==> config.mk <==
export PLATFORM = sky130hd
export DESIGN_NAME = ir_prefetch_queue
export DESIGN_NICKNAME = d
export VERILOG_FILES = /design/src/rtl/ir_prefetch_queue_pkg.sv /design/src/rtl/ir_prefetch_queue_fifo_mem.sv /design/src/rtl/ir_prefetch_queue.sv
export SDC_FILE = /design/constraint.sdc
export NUM_CORES = 1
export LEC_CHECK = 0
export BUFFER_PORTS_ARGS = -buffer_cell sky130_fd_sc_hd__clkbuf_2
export CAP_MARGIN = 5
export CORE_ASPECT_RATIO = 2
export CORE_MARGIN = 2
export CORE_UTILIZATION = 25
export DETAILED_ROUTE_END_ITERATION = 7
export PLACE_DENSITY = 0.51
export SLEW_MARGIN = 10
export SYNTH_ARGS = -nofsm -noshare
export SYNTH_HDL_FRONTEND = slang
export SYNTH_SLANG_ARGS = --single-unit
==> constraint.sdc <==
create_clock -name clk -period 2.65 [get_ports clk]
set_input_delay 0.1325 -clock clk [delete_from_list [all_inputs] [get_ports clk]]
set_output_delay 0.1325 -clock clk [all_outputs]
set_load 0.03 [all_outputs]
==> src/rtl/ir_prefetch_queue_pkg.sv <==
// Shared defaults and helpers for the instruction prefetch queue.
package ir_pkg;

  localparam int WIDTH_DEF = 16;
  localparam int DEPTH_DEF = 4;
  localparam int OPW_DEF   = 4;

  function automatic int cnt_w(input int depth);
    return $clog2(depth + 1);
  endfunction

  // Returns the top opw bits of a width-bit word, right-aligned.
  function automatic logic [63:0] op_field(input logic [63:0] word, input int width,
                                           input int opw);
    return (word >> (width - opw)) & ((64'd1 << opw) - 64'd1);
  endfunction

endpackage

==> src/rtl/ir_prefetch_queue_fifo_mem.sv <==
// Circular word store with read/write pointers and occupancy count; no IR or bypass logic.
module ir_fifo_mem
  import ir_pkg::*;
#(
  parameter int EW    = 16,
  parameter int DEPTH = DEPTH_DEF
) (
  input  logic                       clk,
  input  logic                       reset,
  input  logic                       push,
  input  logic                       pop,
  input  logic                       clear,
  input  logic [EW-1:0]              wdata,
  output logic [EW-1:0]              rdata,
  output logic [cnt_w(DEPTH)-1:0]    count,
  output logic                       full,
  output logic                       empty
);

  localparam int PW = $clog2(DEPTH);
  localparam int CW = cnt_w(DEPTH);

  logic [EW-1:0] mem [DEPTH];
  logic [PW-1:0] wr_ptr, rd_ptr;

  always_ff @(posedge clk) begin
    if (!reset || clear) begin
      wr_ptr <= '0;
      rd_ptr <= '0;
      count  <= '0;
    end else begin
      if (push) wr_ptr <= wr_ptr + PW'(1);
      if (pop)  rd_ptr <= rd_ptr + PW'(1);
      case ({push, pop})
        2'b10:   count <= count + CW'(1);
        2'b01:   count <= count - CW'(1);
        default: count <= count;
      endcase
    end
  end

  // Contents are don't-care after reset, so the array carries no reset.
  always_ff @(posedge clk) begin
    if (push) mem[wr_ptr] <= wdata;
  end

  assign rdata = mem[rd_ptr];
  assign full  = (count == CW'(DEPTH));
  assign empty = (count == '0);

endmodule

==> src/rtl/ir_prefetch_queue.sv <==
// Instruction register fed by a DEPTH-entry prefetch queue, with empty-queue bypass.
// Optional parity checking on IR load is enabled by defining IR_PARITY_EN.
module ir_prefetch_queue
  import ir_pkg::*;
#(
  parameter int WIDTH = WIDTH_DEF,
  parameter int DEPTH = DEPTH_DEF,
  parameter int OPW   = OPW_DEF
) (
  input  logic                    clk,
  input  logic                    reset,
  input  logic [WIDTH-1:0]        Buss,
`ifdef IR_PARITY_EN
  input  logic                    Buss_par,
`endif
  input  logic                    ldIR,
  input  logic                    advIR,
  input  logic                    flush,
  output logic [WIDTH-1:0]        IR,
  output logic                    IR_valid,
  output logic [OPW-1:0]          opcode,
  output logic [cnt_w(DEPTH)-1:0] count,
  output logic                    full,
  output logic                    empty,
  output logic                    ovf,
  output logic                    unf,
  output logic                    IR_par_err
);

`ifdef IR_PARITY_EN
  localparam int EW = WIDTH + 1;
`else
  localparam int EW = WIDTH;
`endif

  logic [EW-1:0]    wdata, rdata;
  logic [WIDTH-1:0] load_word;
  logic             do_push, do_pop, load_ok;

`ifdef IR_PARITY_EN
  assign wdata = {Buss_par, Buss};
`else
  assign wdata = Buss;
`endif

  // A push during a pop at full is legal; a push into an empty queue on advance is a bypass.
  assign do_pop    = advIR && !empty && !flush;
  assign do_push   = ldIR && !flush && !(advIR && empty) && (!full || advIR);
  assign load_word = empty ? Buss : rdata[WIDTH-1:0];
  assign load_ok   = advIR && (!empty || ldIR);

  ir_fifo_mem #(.EW(EW), .DEPTH(DEPTH)) u_fifo (
    .clk   (clk),
    .reset (reset),
    .push  (do_push),
    .pop   (do_pop),
    .clear (flush),
    .wdata (wdata),
    .rdata (rdata),
    .count (count),
    .full  (full),
    .empty (empty)
  );

  always_ff @(posedge clk) begin
    if (!reset) begin
      IR       <= '0;
      IR_valid <= 1'b0;
      ovf      <= 1'b0;
      unf      <= 1'b0;
    end else if (flush) begin
      IR_valid <= 1'b0;
    end else if (advIR) begin
      if (load_ok) begin
        IR       <= load_word;
        IR_valid <= 1'b1;
      end else begin
        IR_valid <= 1'b0;
        unf      <= 1'b1;
      end
    end else if (ldIR && full) begin
      ovf <= 1'b1;
    end
  end

`ifdef IR_PARITY_EN
  logic load_par;
  assign load_par = empty ? Buss_par : rdata[WIDTH];

  always_ff @(posedge clk) begin
    if (!reset)
      IR_par_err <= 1'b0;
    else if (!flush && load_ok && (load_par != ^load_word))
      IR_par_err <= 1'b1;
  end
`else
  assign IR_par_err = 1'b0;
`endif

  assign opcode = OPW'(op_field(64'(IR), WIDTH, OPW));

endmodule

After elaboration in Yosys (flattened, before gate mapping) --
Memory sizes are Yosys's and may differ from the RTL's. A register that Yosys moved wholly into a read port is not among the register bits. Cells that the tools add are included.
Storage, ports and cells: register bits after elaboration 26, bits in latches 0, RAM bits 64, bits in read-only memories 0, memories 1
Operators by class: add/subtract/negate cells 4, multiply operators 0, divide/modulo/power cells 0, magnitude comparators 0, equality and inequality tests 3, shift operators 0, multiplexer cells 7, bitwise operators 4, reductions and logical operators 22
Memory list:
- u_fifo.mem | words 4, width 16, read ports 1, clocked after Yosys merged registers in 1, write ports 1, RTL line ir_prefetch_queue_fifo_mem.sv:23 | logic [EW-1:0] mem [DEPTH];
Operators by type and width (count):
- $mux 16 | 1
- $reduce_and 3->1 | 3
- $logic_and 1x1->1 | 8
- $pmux 3 s2 | 1
- $logic_not 1->1 | 5
- $add 2x1->2 const B | 2
- $mux 2 | 2
- $not 1->1 | 4
- $add 3x1->3 const B | 1
- $eq 3x3->1 const B | 1
- $logic_not 3->1 | 1
- $logic_or 1x1->1 | 3
- $mux 1 | 3
- $sub 3x1->3 const B | 1
- $eq 2x1->1 const B | 1
- $eq 2x2->1 const B | 1
- $reduce_bool 2->1 | 1
- $reduce_or 2->1 | 1

Logic depth before layout (Yosys ltp) --
Gate-level depths: netlist of run 1.
word-level depth 7, gate-level depth with buffers 11

Cells and area by module --
From an unflattened synthesis of run 1, not the netlist that was laid out.
Unflattened totals: cells, all modules 229, area, all modules 3788.6 µm²
By module, submodules not included:
- ir_fifo_mem | instances 1, cells an instance 132, area an instance 2786.4 µm²
- ir_prefetch_queue | instances 1, cells an instance 97, area an instance 1002.2 µm²

Least setup slack after synthesis of run 1 --
No wires, ideal clock.
kind flip-flop to flip-flop, start reg u_fifo.count[2], end reg u_fifo.count[2], setup time 0.070 ns, arrival time 2.649 ns, data required time 2.580 ns, slack -0.069 ns, cell stages (with the launch flop) 12, path buffers 3, clock period less this slack 2.719 ns, cells stage by stage dfxtp_1 -> buf_2 -> or3_1 -> clkbuf_1 -> clkbuf_1 -> and2_1 -> ha_1 -> inv_1 -> fa_1 -> xor2_1 -> or3_1 -> a21oi_1
Between the ends: elaborated cells on any way between the ends 17
RTL lines:
- start, declared | RTL line ir_prefetch_queue_fifo_mem.sv:15 | output logic [cnt_w(DEPTH)-1:0] count,
- start signal, assigned | RTL line ir_prefetch_queue_fifo_mem.sv:35 | 2'b10: count <= count + CW'(1);
- start signal, assigned | RTL line ir_prefetch_queue_fifo_mem.sv:36 | 2'b01: count <= count - CW'(1);
- start signal, assigned | RTL line ir_prefetch_queue_fifo_mem.sv:37 | default: count <= count;
- $logic_not 3->1 (*) | RTL line ir_prefetch_queue_fifo_mem.sv:49 | assign empty = (count == '0);
- $logic_not 1->1 (*) | RTL line ir_prefetch_queue.sv:47 | assign do_pop = advIR && !empty && !flush;
- $logic_and 1x1->1 (*) (2 in series) | RTL line ir_prefetch_queue.sv:47
- via do_pop | RTL line ir_prefetch_queue.sv:38 | logic do_push, do_pop, load_ok;
- $eq 2x1->1 or $eq 2x2->1 (tied branches) | RTL line ir_prefetch_queue_fifo_mem.sv:34 | case ({push, pop})
- $pmux 3 s2 or $reduce_bool 2->1 (tied branches)
Mark *: on every way through the listed nets, which the timed path passes. The rest lies on a longest branch. A chain may end at the register's enable or synchronous reset.

Worst setup path after layout of run 1 --
start reg u_fifo.count[2], end reg u_fifo.count[2]
Between the ends: word-level cells in the longest chain between the ends 7, elaborated cells on any way between the ends 17
Ends and longest elaborated chain:
- $logic_not 3->1 | RTL line ir_prefetch_queue_fifo_mem.sv:49
- $logic_and 1x1->1 | RTL line ir_prefetch_queue.sv:48 | assign do_push = ldIR && !flush && !(advIR && empty) && (!full || advIR);
- $logic_not 1->1 | RTL line ir_prefetch_queue.sv:48
- $logic_and 1x1->1 (2 in series) | RTL line ir_prefetch_queue.sv:48
- $eq 2x1->1 or $eq 2x2->1 (tied branches) | RTL line ir_prefetch_queue_fifo_mem.sv:34
- $pmux 3 s2 or $reduce_bool 2->1 (tied branches)
Several ways; a longest one is shown, not always the timed one.

==> summary.txt, run 1 <==
Clock network
  – Total CTS buffers: 9
  – Clock slew at reported path FFs: 70 ps
  – Post-CTS sizing: 0
  – Clk sinks: 92
  – H-Tree Level Count: 3
  – Worst skew pair latency: ~340 ps
  – Worst-case clock buffer depth: 2
  – CTS Hold Bufs: 0
  – CTS tree: yes
  – Post-CTS setup buffer count: 0
  – Clk Tree Root Cell: clkbuf_16

Logic synthesis
  – Post-synth top flop: edfxtp_1
  – Syn Area/Cell: 14.6 um^2
  – Top-count cell post-synth: edfxtp_1
  – Synth top cells by count: edfxtp_1 (64), nand2_1 (32), dfxtp_1 (28)
  – Register area share after synthesis: between 60% and 70%
  – #FFs+latches synth: 92
  – Yosys top cell by area: edfxtp_1
  – Synth cell types: 34
  – Cell Area, Synth: 3740 um^2
  – Synthesized net count: approximately 280
  – Fraction of registers with async set/reset: 0%
  – Synth area leaders: edfxtp_1 (51%), dfxtp_1 (15%), mux4_2 (9.6%)
  – Cell count after synthesis: roughly 260
  – YS warnings: 0
  – Number of synthesized flops with an enable pin: 64
  – Post-synth top area share: 51.4%

Floorplan
  – Die width: 90.5 um
  – Core area: about 15000 um^2
  – Site row count: 63
  – Die area: 16000 um^2
  – I/O pins: 50
  – Die H: about 180 um
  – Initial Util: about 25%

Worst setup path
  – Critical Path AT: 2670 ps
  – Kind of critical path: flip-flop to flip-flop
  – CP Launch Type: flip-flop
  – Worst EP required: 2900 ps
  – Critical Path End Type: flip-flop
  – Critical Path Slowest Stage Cell: dfxtp_1
  – Worst setup path end: u_fifo.count[2]
  – CP peak stage delay: between 500 and 600 ps
  – Reg2reg setup slack: 230 ps
  – Reg2Reg Capture Point: u_fifo.count[2]
  – Worst r2r src: u_fifo.count[2]
  – Critical path, cell by cell: xor2_1 -> a21oi_1 -> inv_1 -> ha_1 -> inv_1 -> fa_1 -> xor2_1 -> or3_1 -> a21oi_1
  – Worst-path maximum fanout: 11
  – Launch point of the worst path: u_fifo.count[2]
  – Cell count of the worst reg-to-reg path: 9

STA
  – PnR worst setup slack: 233 ps
  – Unrepaired setup endpoints after global routing: no
  – TNS Setup: 0 ps
  – Max Freq: 0.414 GHz
  – Skew final: 8.21 ps
  – Worst-Margin Slew: 683 ps
  – Final min period: 2420 ps
  – Final hold vios: 0
  – Fin. max-slew vios: 0
  – Crit share post-route: just over 90%
  – Final setup fails: 0
  – Worst slew margin: 54.2%
  – WHS: roughly 34 ps

Route
  – DRT iter0 DRCs: 196
  – 1st-pass router iterations: 4
  – Residual DRC count: 0
  – Drt wl/cell: 16.6 um
  – Detail Route Antenna Nets: 0
  – Overall via count from detail_route: 2212
  – Via density: 4.41
  – Routed WL: about 8300 um

Worst hold path
  – Hold path cells: 1
  – Worst hold path type: input pin to flip-flop

Cells and area
  – # fillers: 1499
  – Area grow syn2layout: 18.2%
  – Share of cells above drive strength 1: 30.0%
  – Post-route insts no fill: ~500
  – Nets: 329
  – Antenna Cells: 0
  – Finished Cell Area: approximately 4400 um^2
  – Multi-input logic area: 1080 um^2
  – Register Area: 2480 um^2

Global route
  – Vias in the first global route: around 2200
  – Largest net degree at the start of global routing: 19
  – Total grt overflow: 0
  – Initial antenna violation count: 0
  – Global-route wire length before repair: 12800 um
  – Gr usage total: between 10% and 20%

Place
  – Placed Area: 4150 um^2
  – Placed Cells: around 490
  – Post-placement setup slack: ~240 ps
  – Hpwl dp: 5540 um
  – Final Wtd Congestion: just over 0.7
  – Port buffer count: 48

Run
  – Max-Cap Viols: 0

Power
  – P per Cell Area: 662 nW/um^2
  – Max IR drop VDD: 318 uV
  – Leakage Power: 1.52 nW

Outcome
  – Outcome: finished, final reports clean
## worst max-delay path: cells and delay by family (launching register included)
kind,cells,cell delay (ps)
flip-flops,1,510
adder cells (fa/ha/maj),2,560
AO/OA/AOI/OAI,2,360
XOR/XNOR,2,440
AND/OR/NAND/NOR,1,310
buffers and inverters,2,160
## state kept, by name, indices dropped and copies added (netlist names), named ones only
register / count
u_fifo.mem: 64
IR: 16
u_fifo.count: 3
u_fifo.rd_ptr: 2
u_fifo.wr_ptr: 2
IR_valid: 1
ovf: 1
unf: 1
## where the power goes
part | switching, mW | internal, mW
registers | 0.0127 | 1.56
logic | 0.134 | 0.0615
clock network | 0.520 | 0.641
## layout make-up
type / instances / area share (%)
tap: 195 / 5.52
clock inverter: 5 / 0.849
multi-input combinational: 133 / 24.5
clock buffer: 11 / 5.26
sequential: 92 / 56.1
inverter: 9 / 0.764
timing repair buffer: 57 / 6.96
## through the flow
step | total power [mW] | utilization [%]
3_5_place_dp | 1.80 | 28.2
2_1_floorplan | 1.73 | -
6_report | 2.93 | 30.0
5_1_grt | 3.04 | 30.0
3_3_place_gp | 1.80 | 28.2
4_1_cts | 2.97 | 30.0
## worst min path at each step
stage | from | end | slack, ps
after floorplan | advIR | IR_valid | 230
after global placement | Buss[10] | u_fifo.mem[0][10] | 380
after detailed placement | Buss[10] | u_fifo.mem[3][10] | 380
after CTS | Buss[10] | u_fifo.mem[3][10] | 20
after global routing | Buss[2] | u_fifo.mem[0][2] | 30
final | Buss[10] | u_fifo.mem[3][10] | 30
## cells by family (layout without fill, tap and decap cells)
family                     Yosys count  count (layout)  share of synthesized area [%]
DFF                                 92              92                           66.3
and+or+nand+nor                     60              60                           7.36
AOI/OAI and AO/OA                   44              44                           8.22
buffers and inverters               32              82                           4.68
muxes                               17              17                           9.93
adders and majority gates            6               6                           2.21
xor gates and xnor gates             5               5                           1.17
other                                1               1                          0.100
## per-layer routing
metal  wire [um]  GRT usage (%)  up-vias
met3         389           2.81        4
met2        4590           20.0       62
met1        3240           11.3     1103
met4         114           5.00        0
li1            -              -     1043
met5           0              0        -
## cells in the final DEF (no fill, tap or decap), types with 2 or more instances in the layout
cell type | netlist | layout
a211oi_1 | 2 | 2
a21oi_1 | 20 | 20
a311oi_1 | 15 | 15
and2_1 | 6 | 6
buf_4 | 5 | 9
clkbuf_1 | 9 | 2
clkbuf_16 | 0 | 9
clkbuf_2 | 0 | 48
clkinv_1 | 2 | 2
clkinvlp_4 | 0 | 2
dfxtp_1 | 28 | 28
edfxtp_1 | 64 | 64
ha_1 | 5 | 5
inv_1 | 7 | 7
inv_6 | 0 | 2
mux4_2 | 16 | 16
nand2_1 | 32 | 32
nand2b_1 | 2 | 2
nor2_1 | 12 | 12
nor3b_1 | 2 | 2
or3_1 | 2 | 2
xor2_1 | 5 | 5
Note: power is estimated with default switching activity, not from simulation.
==> run 2, diff against run 1 <==
==> constraint.sdc (replaced) <==
create_clock -name clk -period 2.65 [get_ports clk]
set_input_delay 0.1325 -clock clk [delete_from_list [all_inputs] [get_ports clk]]
set_output_delay 0.1325 -clock clk [all_outputs]
set_load 0.005 [all_outputs]
==> summary.txt, run 2 (synthesized netlist as in run 1, its figures left out) <==
Worst setup path
  – CP Launch Type: flip-flop (unchanged)
  – Cell count of the worst reg-to-reg path: 9 (unchanged)
  – Kind of critical path: flip-flop to flip-flop (unchanged)
  – Worst r2r src: u_fifo.count[2] (unchanged)
  – Critical Path AT: 2680 ps (was 2670 ps)
  – Worst EP required: 2900 ps (about the same)
  – Reg2Reg Capture Point: u_fifo.count[2] (unchanged)
  – Worst-path maximum fanout: 11 (unchanged)
  – Reg2reg setup slack: 220 ps (was 230 ps)
  – Critical Path End Type: flip-flop (unchanged)

Cells and area
  – Register Area: 2480 um^2 (unchanged)
  – Area grow syn2layout: 19.5% (was 18.2%)
  – # fillers: 1475 (was 1499)
  – Post-route insts no fill: 502 (unchanged)
  – Nets: 329 (unchanged)
  – Share of cells above drive strength 1: 30.0% (unchanged)
  – Top Registers: u_fifo.mem: 64 flops, IR: 16 flops, u_fifo.count: 3 flops (unchanged)
  – Most frequent cells in the layout: edfxtp_1 (64), clkbuf_2 (48), nand2_1 (32), dfxtp_1 (28), a21oi_1 (20) (unchanged)
  – Largest Register: u_fifo.mem (unchanged)
  – Max reg flops: 64 (unchanged)
  – Most common cell after layout, fill and taps aside: edfxtp_1 (unchanged)
  – Multi-input logic area: 1080 um^2 (unchanged)
  – Antenna Cells: 0 (unchanged)

Power
  – P per Cell Area: 689 nW/um^2 (was 662 nW/um^2)
  – Max IR drop VDD: 245 uV (was 318 uV)
  – Leakage Power: 1.55 nW (was 1.52 nW)

Clock network
  – Clk Tree Root Cell: clkbuf_16 (unchanged)
  – Worst skew pair latency: 330 ps (was 340 ps)
  – CTS Hold Bufs: 0 (unchanged)
  – Clock slew at reported path FFs: 60 ps (was 70 ps)
  – Worst-case clock buffer depth: 2 (unchanged)
  – Clk sinks: 92 (unchanged)
  – Post-CTS setup buffer count: 0 (unchanged)
  – Post-CTS sizing: 0 (unchanged)
  – H-Tree Level Count: 3 (unchanged)
  – Total CTS buffers: 9 (unchanged)
  – CTS tree: yes (unchanged)

Place
  – Hpwl dp: 5770 um (was 5540 um)
  – Placed Cells: 486 (unchanged)
  – Port buffer count: 48 (unchanged)
  – Final Wtd Congestion: 0.814 (was 0.727)
  – Post-placement setup slack: 228 ps (was 237 ps)

STA
  – Final setup fails: 0 (unchanged)
  – Final hold vios: 0 (unchanged)
  – Worst-Margin Slew: 671 ps (was 683 ps)
  – Final min period: 2430 ps (was 2420 ps)
  – Worst slew margin: 54.9% (was 54.2%)
  – Fin. max-slew vios: 0 (unchanged)
  – Max Freq: 0.412 GHz (was 0.414 GHz)
  – Crit share post-route: 91.6% (was 91.2%)
  – WHS: 47.7 ps (was 34.0 ps)
  – TNS Setup: 0 ps (unchanged)
  – Skew final: 4.70 ps (was 8.21 ps)
  – Unrepaired setup endpoints after global routing: no (unchanged)
  – PnR worst setup slack: 221 ps (was 233 ps)

Route
  – Residual DRC count: 0 (unchanged)
  – Detail Route Antenna Nets: 0 (unchanged)
  – Routed WL: 8740 um (was 8340 um)
  – Overall via count from detail_route: 2268 (was 2212)
  – Via density: 4.52 (was 4.41)
  – Drt wl/cell: 17.4 um (was 16.6 um)
  – 1st-pass router iterations: 4 (unchanged)
  – DRT iter0 DRCs: 151 (was 196)

Worst hold path
  – Hold Path Sink: u_fifo.mem[2][7] (was u_fifo.mem[3][10])
  – Hold path cells: 1 (unchanged)
  – Hold_sp: Buss[7] (was Buss[10])
  – Worst hold path type: input pin to flip-flop (unchanged)

Global route
  – Global-route wire length before repair: 13600 um (was 12800 um)
  – Total grt overflow: 0 (unchanged)
  – Gr usage total: 11.4% (was 10.8%)
  – Vias in the first global route: 2412 (was 2245)
  – Initial antenna violation count: 0 (unchanged)
  – Largest net degree at the start of global routing: 19 (unchanged)

Run
  – Max-Cap Viols: 0 (unchanged)

Floorplan
  – I/O pins: 50 (unchanged)
  – Site row count: 63 (unchanged)
  – Die width: 90.5 um (unchanged)
  – Initial Util: 25.4% (unchanged)
  – Die H: 177 um (unchanged)
  – Core area: 14700 um^2 (unchanged)
  – Die area: 16000 um^2 (unchanged)

Outcome
  – Outcome: finished, final reports clean (unchanged)
run 2: cell count changes in the layout (fill, tap and decap cells not counted), sizes merged:
| cell | delta |
|---|---|
| inv | -2 |
| clkinvlp | -1 |
| bufinv | +2 |
| clkbuf | +1 |
run 2: per-stage QoR:
stage | power [mW] | cell area (um^2) | utilization [%]
after floorplan | 1.70 | 3740 | -
after global placement | 1.76 | 4150 | 28.2
after detailed placement | 1.77 | 4150 | 28.2
after CTS | 3.14 | 4470 | 30.3
after global routing | 3.20 | 4470 | 30.3
final | 3.08 | 4470 | 30.3
run 2: worst max path at each step:
stage / start / end / cells after the start
2_1_floorplan: u_fifo.count[2] / u_fifo.count[2] / 11
3_5_place_dp: u_fifo.count[2] / u_fifo.count[2] / 9
6_report: u_fifo.count[2] / u_fifo.count[2] / 9
5_1_grt: u_fifo.count[2] / u_fifo.count[2] / 9
4_1_cts: u_fifo.count[2] / u_fifo.count[2] / 9
3_3_place_gp: u_fifo.count[2] / u_fifo.count[2] / 9
run 2: layout make-up:
class / count / area share, %
clock buffer: 12 / 5.51
clock inverter: 4 / 1.62
inverter: 9 / 0.755
multi-input combinational: 133 / 24.3
sequential: 92 / 55.5
tap: 195 / 5.46
timing repair buffer: 57 / 6.88
run 2: per-layer routing:
metal  vias to the layer above  wire (um)  global-route usage (%)
met2                        52       4750                    20.6
met3                        14        411                    2.51
met5                         -          0                       0
met4                         0        311                    6.92
met1                      1151       3270                    12.0
li1                       1051          -                       -
run 2: critical path, stage by stage (launching register included):
cell and delay [ps]:
dfxtp_1 530, xor2_1 250, a21oi_1 200, inv_1 100, ha_1 190, inv_1 60
fa_1 380, xor2_1 170, or3_1 320, a21oi_1 150
run 2: where the power goes:
part           internal (mW)  leakage (nW)  switching (mW)
registers               1.56         0.806          0.0133
clock network          0.851         0.153           0.496
logic                 0.0616         0.589          0.0985
==> run 3, diff against run 2 <==
--- a/config.mk
+++ b/config.mk
@@ -15,4 +15,5 @@
 export SLEW_MARGIN = 10
 export SYNTH_ARGS = -nofsm -noshare
 export SYNTH_HDL_FRONTEND = slang
+export SYNTH_HIERARCHICAL = 1
 export SYNTH_SLANG_ARGS = --single-unit
==> summary.txt, run 3 <==
Outcome
  – Outcome: finished, final reports clean (unchanged)

Global route
  – Gr usage total: 10.2% (was 11.4%)
  – Total grt overflow: 0 (unchanged)
  – Initial antenna violation count: 0 (unchanged)
  – Largest net degree at the start of global routing: 21 (was 19)
  – Vias in the first global route: 2185 (was 2412)
  – Global-route wire length before repair: 12000 um (was 13600 um)

Logic synthesis
  – YS warnings: 6 (was 0)
  – Synth area leaders: edfxtp_1 (51%), dfxtp_1 (15%), mux4_2 (5.9%) (was edfxtp_1 (51%), dfxtp_1 (15%), mux4_2 (9.6%))
  – Register area share after synthesis: 65.5% (was 66.3%)
  – Synth top cells by count: edfxtp_1 (64), dfxtp_1 (28), mux2i_1 (18) (was edfxtp_1 (64), nand2_1 (32), dfxtp_1 (28))
  – Top-count cell post-synth: edfxtp_1 (unchanged)
  – Post-synth top area share: 50.7% (was 51.4%)
  – Synthesized net count: 256 (was 284)
  – Fraction of registers with async set/reset: 0% (unchanged)
  – Cell count after synthesis: 229 (was 257)
  – Number of synthesized flops with an enable pin: 64 (unchanged)
  – Syn Area/Cell: 16.5 um^2 (was 14.6 um^2)
  – Synth cell types: 34 (unchanged)
  – #FFs+latches synth: 92 (unchanged)
  – Cell Area, Synth: 3790 um^2 (was 3740 um^2)
  – Post-synth top flop: edfxtp_1 (unchanged)
  – Yosys top cell by area: edfxtp_1 (unchanged)

Clock network
  – Worst skew pair latency: 340 ps (was 330 ps)
  – Clock slew at reported path FFs: 60 ps (about the same)
  – Total CTS buffers: 9 (unchanged)
  – Post-CTS setup buffer count: 0 (unchanged)
  – H-Tree Level Count: 3 (unchanged)
  – Worst-case clock buffer depth: 2 (unchanged)
  – Clk Tree Root Cell: clkbuf_16 (unchanged)
  – CTS tree: yes (unchanged)
  – Clk sinks: 92 (unchanged)
  – CTS Hold Bufs: 0 (unchanged)
  – Post-CTS sizing: 0 (unchanged)

Route
  – Residual DRC count: 0 (unchanged)
  – Routed WL: 7870 um (was 8740 um)
  – 1st-pass router iterations: 4 (unchanged)
  – Via density: 4.26 (was 4.52)
  – DRT iter0 DRCs: 69 (was 151)
  – Overall via count from detail_route: 2047 (was 2268)
  – Detail Route Antenna Nets: 0 (unchanged)
  – Drt wl/cell: 16.4 um (was 17.4 um)

Cells and area
  – Share of cells above drive strength 1: 30.5% (was 30.0%)
  – Most frequent cells in the layout: edfxtp_1 (64), clkbuf_2 (48), dfxtp_1 (28), mux2i_1 (18) (was edfxtp_1 (64), clkbuf_2 (48), nand2_1 (32), dfxtp_1 (28), a21oi_1 (20))
  – Top Registers: u_fifo/mem: 64 flops, IR: 16 flops, u_fifo/count: 3 flops (was u_fifo.mem: 64 flops, IR: 16 flops, u_fifo.count: 3 flops)
  – Layout Utilization: 30.4% (was 30.3%)
  – Area grow syn2layout: 18.8% (was 19.5%)
  – Max reg flops: 64 (unchanged)
  – Finished Cell Area: 4500 um^2 (was 4470 um^2)
  – Most common cell after layout, fill and taps aside: edfxtp_1 (unchanged)
  – Nets: 307 (was 329)
  – Antenna Cells: 0 (unchanged)
  – Post-route insts no fill: 480 (was 502)
  – Largest Register: u_fifo/mem (was u_fifo.mem)

Worst setup path
  – Critical Path End Type: flip-flop (unchanged)
  – Critical Path AT: 2490 ps (was 2680 ps)
  – CP Launch Type: flip-flop (unchanged)
  – Kind of critical path: flip-flop to flip-flop (unchanged)
  – Worst-path maximum fanout: 4 (was 11)
  – Worst EP required: 2920 ps (was 2900 ps)
  – Reg2reg setup slack: 430 ps (was 220 ps)

Place
  – Placed Area: 4200 um^2 (was 4150 um^2)
  – Final Wtd Congestion: 0.708 (was 0.814)
  – Hpwl dp: 5420 um (was 5770 um)
  – Post-placement setup slack: 431 ps (was 228 ps)
  – Port buffer count: 48 (unchanged)
  – Placed Cells: 464 (was 486)

STA
  – Final setup fails: 0 (unchanged)
  – Unrepaired setup endpoints after global routing: no (unchanged)
  – Crit share post-route: 83.8% (was 91.6%)
  – PnR worst setup slack: 429 ps (was 221 ps)
  – Fin. max-slew vios: 0 (unchanged)
  – TNS Setup: 0 ps (unchanged)
  – Max Freq: 0.450 GHz (was 0.412 GHz)
  – Final hold vios: 0 (unchanged)
  – WHS: 17.9 ps (was 47.7 ps)
  – Final min period: 2220 ps (was 2430 ps)
  – Skew final: 6.01 ps (was 4.70 ps)

Floorplan
  – I/O pins: 50 (unchanged)
  – Die H: 178 um (was 177 um)
  – Die width: 91.0 um (was 90.5 um)
  – Initial Util: 25.6% (was 25.4%)
  – Core area: 14800 um^2 (was 14700 um^2)
  – Die area: 16200 um^2 (was 16000 um^2)
  – Site row count: 63 (unchanged)

Power
  – P per Cell Area: 670 nW/um^2 (was 689 nW/um^2)
  – Pwr Total: 3.02 mW (was 3.08 mW)
  – Leakage Power: 1.84 nW (was 1.55 nW)
  – Max IR drop VDD: 242 uV (was 245 uV)

Run
  – Max-Cap Viols: 0 (unchanged)

Worst hold path
  – Worst hold path type: input pin to flip-flop (unchanged)
[run 3: final timing paths]
path	start	endpoint	cells after the start
worst min register to register	unf	unf	1
worst min-delay path	flush	IR_valid	2
worst max register to register	u_fifo/count[0]	u_fifo/count[2]	12
worst max-delay path	u_fifo/count[0]	u_fifo/count[2]	12
[run 3: cell families after synthesis]
kind of cell | count (synthesis) | synth area share (%)
multiplexers | 34 | 14.9
AND/OR/NAND/NOR | 43 | 6.08
other | 1 | 0.0990
AO/OA/AOI/OAI | 22 | 5.15
XOR/XNOR | 5 | 1.16
adder cells (fa/ha/maj) | 6 | 2.18
flip-flops | 92 | 65.5
buffers and inverters | 26 | 4.95
[run 3: critical path, stage by stage (launching register included)]
cell and delay, ps:
dfxtp_1 350, inv_1 110, and3_1 180, nand2b_1 70
nand3b_1 90, a21oi_1 60, inv_1 70, ha_1 180
inv_1 70, fa_1 370, xor2_1 160, or3_1 310
a21oi_1 140
[run 3: cell type report]
class                   count  area (um^2)
fillers                  1554        10300
flip-flops and latches     92         2480
multi-input cells         111         1120
repair buffers             60          330
well taps                 195          244
clock buffers               9          225
clock inverters             7         73.8
inverters                   6         22.5
[run 3: where the power goes]
part           switching (mW)  leakage, nW  internal, mW
Combinational          0.0841        0.890        0.0668
Clock                   0.556        0.143         0.736
Sequential             0.0117        0.806          1.56
[run 3: layer usage]
layer | wire (um) | global-route usage (%) | vias to the layer above | part of all wire [%]
met1 | 2940 | 9.63 | 1025 | 37
li1 | - | - | 972 | -
met2 | 4500 | 19.8 | 36 | 57
met5 | 0 | 0 | - | 0
met4 | 205 | 5.68 | 0 | 2.6
met3 | 225 | 2.20 | 14 | 2.9
